[config.mk]
export PLATFORM = sky130hd
export DESIGN_NAME = control_unit
export DESIGN_NICKNAME = d
export VERILOG_FILES = /design/src/rtl/control_unit.sv
export SDC_FILE = /design/constraint.sdc
export NUM_CORES = 1
export LEC_CHECK = 0
export CORE_MARGIN = 1.5
export CORE_UTILIZATION = 58
export CTS_BUF_LIST = sky130_fd_sc_hd__clkbuf_8
export CTS_CLUSTER_DIAMETER = 150
export DETAILED_ROUTE_END_ITERATION = 8
export PLACE_DENSITY = 0.94
export SYNTH_ARGS = -nofsm -noshare
export SYNTH_HDL_FRONTEND = slang
export SYNTH_SLANG_ARGS = --single-unit
[constraint.sdc]
create_clock -name clk -period 4.9 [get_ports clk]
set_input_delay 0.98 -clock clk [delete_from_list [all_inputs] [get_ports clk]]
set_output_delay 0.98 -clock clk [all_outputs]
set_load 0.01 [all_outputs]
[src/rtl/control_unit.sv]
// control_unit
//   Multi-cycle sequencer for a small RV32 subset: R-type ALU, I-type ALU,
//   LW, SW and BEQ. A Moore FSM steers a single shared bus in the datapath
//   (exactly one bus driver per cycle) and owns the program counter.
//
// Ports
//   clk, rst          sole clock; synchronous active-high reset
//   ir                instruction register contents from the datapath
//   zero              ALU zero flag (sampled in EXEC of a BEQ)
//   busy              memory not ready; stretches FETCH_B, MEM_RD, MEM_WR
//   ALUControl        ALU operation code
//   lda/ldb/ldma/ldiR load A, B, memory-address, instruction registers
//   reg_sel           register-file index: 00=rs1, 01=rs2, 10=rd
//   reg_en/mem_en/alu_en/IMM_en/pc_en   bus drive and access enables
//   reg_we/mem_we     register-file write, memory write
//   ExtendSign_sel    immediate format: 00=I, 01=S, 10=B
//   pc                current program counter
//   instr_done        pulse in the final cycle of each instruction
//   illegal           sticky unsupported-instruction flag
//   state             current FSM state (debug)

module control_unit #(
  parameter logic [31:0] RESET_PC = 32'h0000_0000
) (
  input  logic        clk,
  input  logic        rst,
  input  logic [31:0] ir,
  input  logic        zero,
  input  logic        busy,
  output logic [3:0]  ALUControl,
  output logic        lda,
  output logic        ldb,
  output logic        ldma,
  output logic        ldiR,
  output logic [1:0]  reg_sel,
  output logic        reg_en,
  output logic        mem_en,
  output logic        alu_en,
  output logic        IMM_en,
  output logic        pc_en,
  output logic        reg_we,
  output logic        mem_we,
  output logic [1:0]  ExtendSign_sel,
  output logic [31:0] pc,
  output logic        instr_done,
  output logic        illegal,
  output logic [3:0]  state
);

  typedef enum logic [3:0] {
    S_FETCH_A = 4'd0,
    S_FETCH_B = 4'd1,
    S_DECODE  = 4'd2,
    S_REG_A   = 4'd3,
    S_REG_B   = 4'd4,
    S_EXEC    = 4'd5,
    S_WB      = 4'd6,
    S_MEM_RD  = 4'd7,
    S_MEM_WR  = 4'd8,
    S_ILLEGAL = 4'd9
  } state_t;

  typedef enum logic [3:0] {
    ALU_AND = 4'b0000,
    ALU_OR  = 4'b0001,
    ALU_ADD = 4'b0010,
    ALU_XOR = 4'b0011,
    ALU_SUB = 4'b0110,
    ALU_SLT = 4'b0111
  } alu_op_t;

  typedef enum logic [2:0] {
    OP_R,
    OP_I,
    OP_LW,
    OP_SW,
    OP_BEQ,
    OP_BAD
  } op_class_t;

  localparam logic [1:0] SEL_RS1 = 2'b00;
  localparam logic [1:0] SEL_RS2 = 2'b01;
  localparam logic [1:0] SEL_RD  = 2'b10;
  localparam logic [1:0] EXT_I   = 2'b00;
  localparam logic [1:0] EXT_S   = 2'b01;

  state_t    state_q, state_d;
  op_class_t op_class;
  alu_op_t   alu_op;
  logic [6:0]  opcode;
  logic [2:0]  funct3;
  logic        funct3_ok;
  logic [31:0] branch_target;
  logic [31:0] pc_next;

  // Register-number fields are consumed by the datapath, not by the sequencer.
  logic unused_ir;
  assign unused_ir = ^ir[24:15];

  assign opcode = ir[6:0];
  assign funct3 = ir[14:12];
  assign state  = state_q;

  // ---------------------------------------------------------------------------
  // Instruction decode (ir is stable from DECODE until the instruction ends)
  // ---------------------------------------------------------------------------
  always_comb begin
    funct3_ok = (funct3 == 3'b000) || (funct3 == 3'b111) || (funct3 == 3'b110) ||
                (funct3 == 3'b100) || (funct3 == 3'b010);
    case (opcode)
      7'b0110011: op_class = funct3_ok ? OP_R : OP_BAD;
      7'b0010011: op_class = funct3_ok ? OP_I : OP_BAD;
      7'b0000011: op_class = OP_LW;
      7'b0100011: op_class = OP_SW;
      7'b1100011: op_class = (funct3 == 3'b000) ? OP_BEQ : OP_BAD;
      default:    op_class = OP_BAD;
    endcase
  end

  always_comb begin
    case (funct3)
      3'b000:  alu_op = (op_class == OP_R && ir[30]) ? ALU_SUB : ALU_ADD;
      3'b111:  alu_op = ALU_AND;
      3'b110:  alu_op = ALU_OR;
      3'b100:  alu_op = ALU_XOR;
      3'b010:  alu_op = ALU_SLT;
      default: alu_op = ALU_ADD;
    endcase
  end

  // B-type offset is 13 bits with an implicit zero LSB, sign-extended to 32.
  assign branch_target = pc + {{19{ir[31]}}, ir[31], ir[7], ir[30:25], ir[11:8], 1'b0};

  // Only a BEQ finishes in EXEC, so a taken branch is decided there.
  assign pc_next = (state_q == S_EXEC && op_class == OP_BEQ && zero) ? branch_target
                                                                      : pc + 32'd4;

  // ---------------------------------------------------------------------------
  // Next state and Moore outputs
  // ---------------------------------------------------------------------------
  // NOTE: every output gets a default before the case so no path leaves a
  // signal unassigned; an unassigned path in always_comb infers a latch.
  always_comb begin
    state_d        = state_q;
    ALUControl     = 4'b0000;
    lda            = 1'b0;
    ldb            = 1'b0;
    ldma           = 1'b0;
    ldiR           = 1'b0;
    reg_sel        = SEL_RS1;
    reg_en         = 1'b0;
    mem_en         = 1'b0;
    alu_en         = 1'b0;
    IMM_en         = 1'b0;
    pc_en          = 1'b0;
    reg_we         = 1'b0;
    mem_we         = 1'b0;
    ExtendSign_sel = EXT_I;
    instr_done     = 1'b0;

    // Holding rst silences every control, even mid-access with busy=1.
    if (!rst) begin
      case (state_q)
        S_FETCH_A: begin
          pc_en   = 1'b1;
          ldma    = 1'b1;
          state_d = S_FETCH_B;
        end
        S_FETCH_B: begin
          mem_en = 1'b1;
          if (!busy) begin
            ldiR    = 1'b1;
            state_d = S_DECODE;
          end
        end
        S_DECODE: begin
          state_d = (op_class == OP_BAD) ? S_ILLEGAL : S_REG_A;
        end
        S_REG_A: begin
          reg_en  = 1'b1;
          reg_sel = SEL_RS1;
          lda     = 1'b1;
          state_d = S_REG_B;
        end
        S_REG_B: begin
          ldb     = 1'b1;
          state_d = S_EXEC;
          case (op_class)
            OP_R, OP_BEQ: begin
              reg_en  = 1'b1;
              reg_sel = SEL_RS2;
            end
            OP_SW: begin
              IMM_en         = 1'b1;
              ExtendSign_sel = EXT_S;
            end
            default: begin
              IMM_en         = 1'b1;
              ExtendSign_sel = EXT_I;
            end
          endcase
        end
        S_EXEC: begin
          alu_en = 1'b1;
          case (op_class)
            OP_LW: begin
              ALUControl = ALU_ADD;
              ldma       = 1'b1;
              state_d    = S_MEM_RD;
            end
            OP_SW: begin
              ALUControl = ALU_ADD;
              ldma       = 1'b1;
              state_d    = S_MEM_WR;
            end
            OP_BEQ: begin
              ALUControl = ALU_SUB;
              instr_done = 1'b1;
              state_d    = S_FETCH_A;
            end
            default: begin
              ALUControl = alu_op;
              state_d    = S_WB;
            end
          endcase
        end
        S_WB: begin
          alu_en     = 1'b1;
          reg_sel    = SEL_RD;
          reg_we     = 1'b1;
          instr_done = 1'b1;
          state_d    = S_FETCH_A;
        end
        S_MEM_RD: begin
          mem_en  = 1'b1;
          reg_sel = SEL_RD;
          if (!busy) begin
            reg_we     = 1'b1;
            instr_done = 1'b1;
            state_d    = S_FETCH_A;
          end
        end
        S_MEM_WR: begin
          mem_en  = 1'b1;
          mem_we  = 1'b1;
          reg_en  = 1'b1;
          reg_sel = SEL_RS2;
          if (!busy) begin
            instr_done = 1'b1;
            state_d    = S_FETCH_A;
          end
        end
        S_ILLEGAL: begin
          state_d = S_ILLEGAL;
        end
        default: begin
          state_d = S_FETCH_A;
        end
      endcase
    end
  end

  // ---------------------------------------------------------------------------
  // State, PC and sticky illegal flag
  // ---------------------------------------------------------------------------
  // NOTE: registers use non-blocking assignments so every flop samples the
  // pre-edge values; blocking here would create order-dependent races.
  always_ff @(posedge clk) begin
    if (rst) begin
      state_q <= S_FETCH_A;
      pc      <= RESET_PC;
      illegal <= 1'b0;
    end else begin
      state_q <= state_d;
      if (instr_done) begin
        pc <= pc_next;
      end
      if (state_d == S_ILLEGAL) begin
        illegal <= 1'b1;
      end
    end
  end

endmodule
==> metrics.md, run 1 <==
| Metric | Value |
|---|---|
| Synth Register Bits | `36` |
| Via count | `5236` |
| Fraction of registers with async set/reset | `0` |
| Initial core utilization | `0.595` |
| Area growth syn-to-layout | `21.3%` |
| 1st-pass router iterations | `5` |
| Reg clk slew, reported paths | `70 ps` |
| Period Utilization, post-route | `0.941` |
| Gates resized, CTS repair | `0` |
| GRT overflow | `0` |
| Net total in the final layout | `752` |
| Synth Cell Area | `4270 sq um` |
| Die height | `88.8 um` |
| CTS Sinks | `36` |
| Number of global-route vias before repair | `4941` |
| HPWL Detailed | `10400 um` |
| CP Capture Type | `primary output` |
| Post-synthesis cell count | `619` |
| Die area | `7880 sq um` |
| Num CTS Buffers | `5` |
| TNS Setup | `0 ps` |
| Core ar. | `7180 sq um` |
| Clk_skew | `8.61 ps` |
| Die Wd | `88.8 um` |
| Dpl ws | `337 ps` |
| Post-synth top flop | `dfxtp_1` |
| Post-CTS setup buffers | `0` |
| Hold crit path type | `register to register` |
| GP Congestion | `0.921` |
| Starting DRC count in detailed routing | `542` |
| Number of synthesized flops with an enable pin | `0` |
| Power Density | `131 nW/um^2` |
| Synth area leader | `dfxtp_1` |
| LEAKAGE | `2.01 nW` |
| CTS Hold Buffers Added | `0` |
| Routed WL | `13700 um` |
| R2R setup slack | `1480 ps` |
| Number of library cell types mapped by synthesis | `76` |
| Max IR drop VDD | `0.0000966 V` |
| Max Fanout on Critical Path | `6` |
| R2R Path End | `pc[31]$_SDFFE_PP0P_` |
| Minimum clock period | `4610 ps` |
| Worst EP required | `3920 ps` |
| Synth Warn # | `0` |
| Share of layout cells above drive strength 1 | `0.0511` |
| Critical path launch point | `ir[13]` |
| H-tree depth | `2` |
| Crit path arrival time | `3630 ps` |
| Avg Cell Area, Syn | `6.89 sq um` |
| Input/output buffers | `79` |
| Clock Tree Root | `clkbuf_8` |
| Max cap viols | `0` |
| Slew HR | `0.443` |
| Slew Viols, Final | `0` |
| Worst Max-Slew Pin Slew | `828 ps` |
| R2R cell count | `10` |
| Endpoints failing hold | `0` |
| Worst-skew pair later-pin latency | `300 ps` |
| Hold WS | `505 ps` |
| Fin worst setup slack | `287 ps` |
| Diode count | `0` |
| Count leader, synth | `a21oi_1` |
| CP startpoint kind | `input pin` |
| Finish-stage setup viols | `0` |
| Reg-to-reg startpoint | `state[3]$_SDFF_PP0_` |
| Seq/Total Area, Yosys | `0.169` |
| Top-area cell type share of the netlist area | `0.169` |
| First-pass GRT wire length | `22400 um` |
| IO Pins | `93` |
| Max Clk Rate | `0.217 GHz` |
| CTS tree | `done` |
| RSZ-0062 raised after global routing | `false` |
| Remaining DRCs | `0` |
| Antenna violations before repair | `0` |
| Critical path type | `input pin to primary output` |
| Largest net degree at the start of global routing | `38` |
| Status | `finished, final reports clean` |
| Via/cell ratio | `6.68` |
| Clock Path Buffers | `2` |
| Std-Cell Rows | `31` |
| Area contributors post-synth | `dfxtp_1 17%, ha_1 9.1%, a21oi_1 7.9%` |
| Crit path capture | `ALUControl[2]` |
| Synth top cells by count | `67 x a21oi_1, 64 x nor2_1, 59 x nand2_1` |
| Average wire per standard cell | `17.5 um` |
| Gr usage total | `0.356` |
| Post-route ant nets | `0` |
[flip-flops by register name, summed over array words and instances (netlist names)]
signal,count
pc,31
state,4
illegal,1
[cell type report]
type,instances,area [sq um]
Timing Repair Buffer,85,836
Inverter,25,93.8
Tap cell,99,124
Multi-Input combinational cell,531,3310
Sequential cell,36,721
Clock buffer,6,82.6
Clock inverter,2,7.51
Fill cell,580,2000
[cell usage in the layout (no fill, tap or decap), types with 9 or more instances in the layout]
master           synthesis  routed
a211oi_1                11      11
a21oi_1                 67      67
a31oi_1                 13      13
and3_1                  16      16
clkdlybuf4s50_1          0      79
dfxtp_1                 36      36
ha_1                    31      31
inv_1                   24      26
nand2_1                 59      59
nand3_1                 28      28
nand4_1                  9       9
nor2_1                  64      64
nor3_1                  24      24
o21ai_0                 46      46
xnor2_1                 16      16
[worst min-delay path by stage]
stage                                end            startpoint  slack, ps  depth (start not counted)
floorplan             pc[1]$_SDFFE_PP0P_    pc[1]$_SDFFE_PP0P_        490                          2
global placement      pc[1]$_SDFFE_PP0P_    pc[1]$_SDFFE_PP0P_        490                          2
detailed placement  illegal$_SDFFE_PP0N_  illegal$_SDFFE_PP0N_        500                          1
CTS                   pc[1]$_SDFFE_PP0P_    pc[1]$_SDFFE_PP0P_        510                          2
global route          pc[1]$_SDFFE_PP0P_    pc[1]$_SDFFE_PP0P_        540                          2
finish                pc[1]$_SDFFE_PP0P_    pc[1]$_SDFFE_PP0P_        510                          2
[cell families (layout without fill, tap and decap cells)]
logic type / after synthesis / count (layout) / share of synthesized area
buffers and inverters: 54 / 118 / 0.0563
adders and majority gates: 32 / 32 / 0.0956
and+or+nand+nor: 251 / 251 / 0.296
other: 1 / 3 / 0.000879
xor gates and xnor gates: 21 / 21 / 0.0431
AOI/OAI and AO/OA: 220 / 220 / 0.329
DFF: 36 / 36 / 0.169
muxes: 4 / 4 / 0.00968
[layer usage]
| metal | GRT usage | routed length, um | part of all wire | up-vias |
|---|---|---|---|---|
| met5 | 0 | 0 | 0 | - |
| met4 | 0.156 | 509 | 0.037 | 0 |
| met3 | 0.0597 | 1160 | 0.084 | 65 |
| met2 | 0.595 | 6590 | 0.48 | 327 |
| met1 | 0.450 | 5470 | 0.40 | 2404 |
| li1 | - | - | - | 2440 |
[critical path, stage by stage]
cell and delay (ps):
clkdlybuf4s50_1 570, nand2_1 130, a31oi_1 400, a31oi_1 160, nor2_1 310, a31oi_1 130
nor3_1 170, nor2_1 70, nor3_1 140, clkdlybuf4s50_1 560
[where the power goes]
group	total (mW)	internal [mW]	switching, mW	leakage (nW)
sequential	0.303	0.295	0.00833	0.290
combinational	0.145	0.0663	0.0791	1.66
clock	0.228	0.111	0.117	0.0538
[through the flow]
step	cells	instance area [sq um]	total power [mW]	utilization
detailed placement	776	5090	0.452	0.709
finish	784	5180	0.677	0.722
global placement	776	5090	0.446	0.709
CTS	784	5180	0.669	0.722
global route	784	5180	0.697	0.722
floorplan	621	4270	0.393	-
Note: power is estimated with default switching activity, not from simulation.
==> run 2, diff against run 1 <==
- ABC_CLOCK_PERIOD_IN_PS: default -> 4900
- SLEW_MARGIN: default -> 30
==> results of run 2 <==
Final layout, timing and power as in run 1 (identical DEF).
==> run 3, diff against run 2 <==
- CTS_CLUSTER_SIZE: default -> 14
==> results of run 3 <==
Final layout, timing and power as in run 1 (identical DEF).
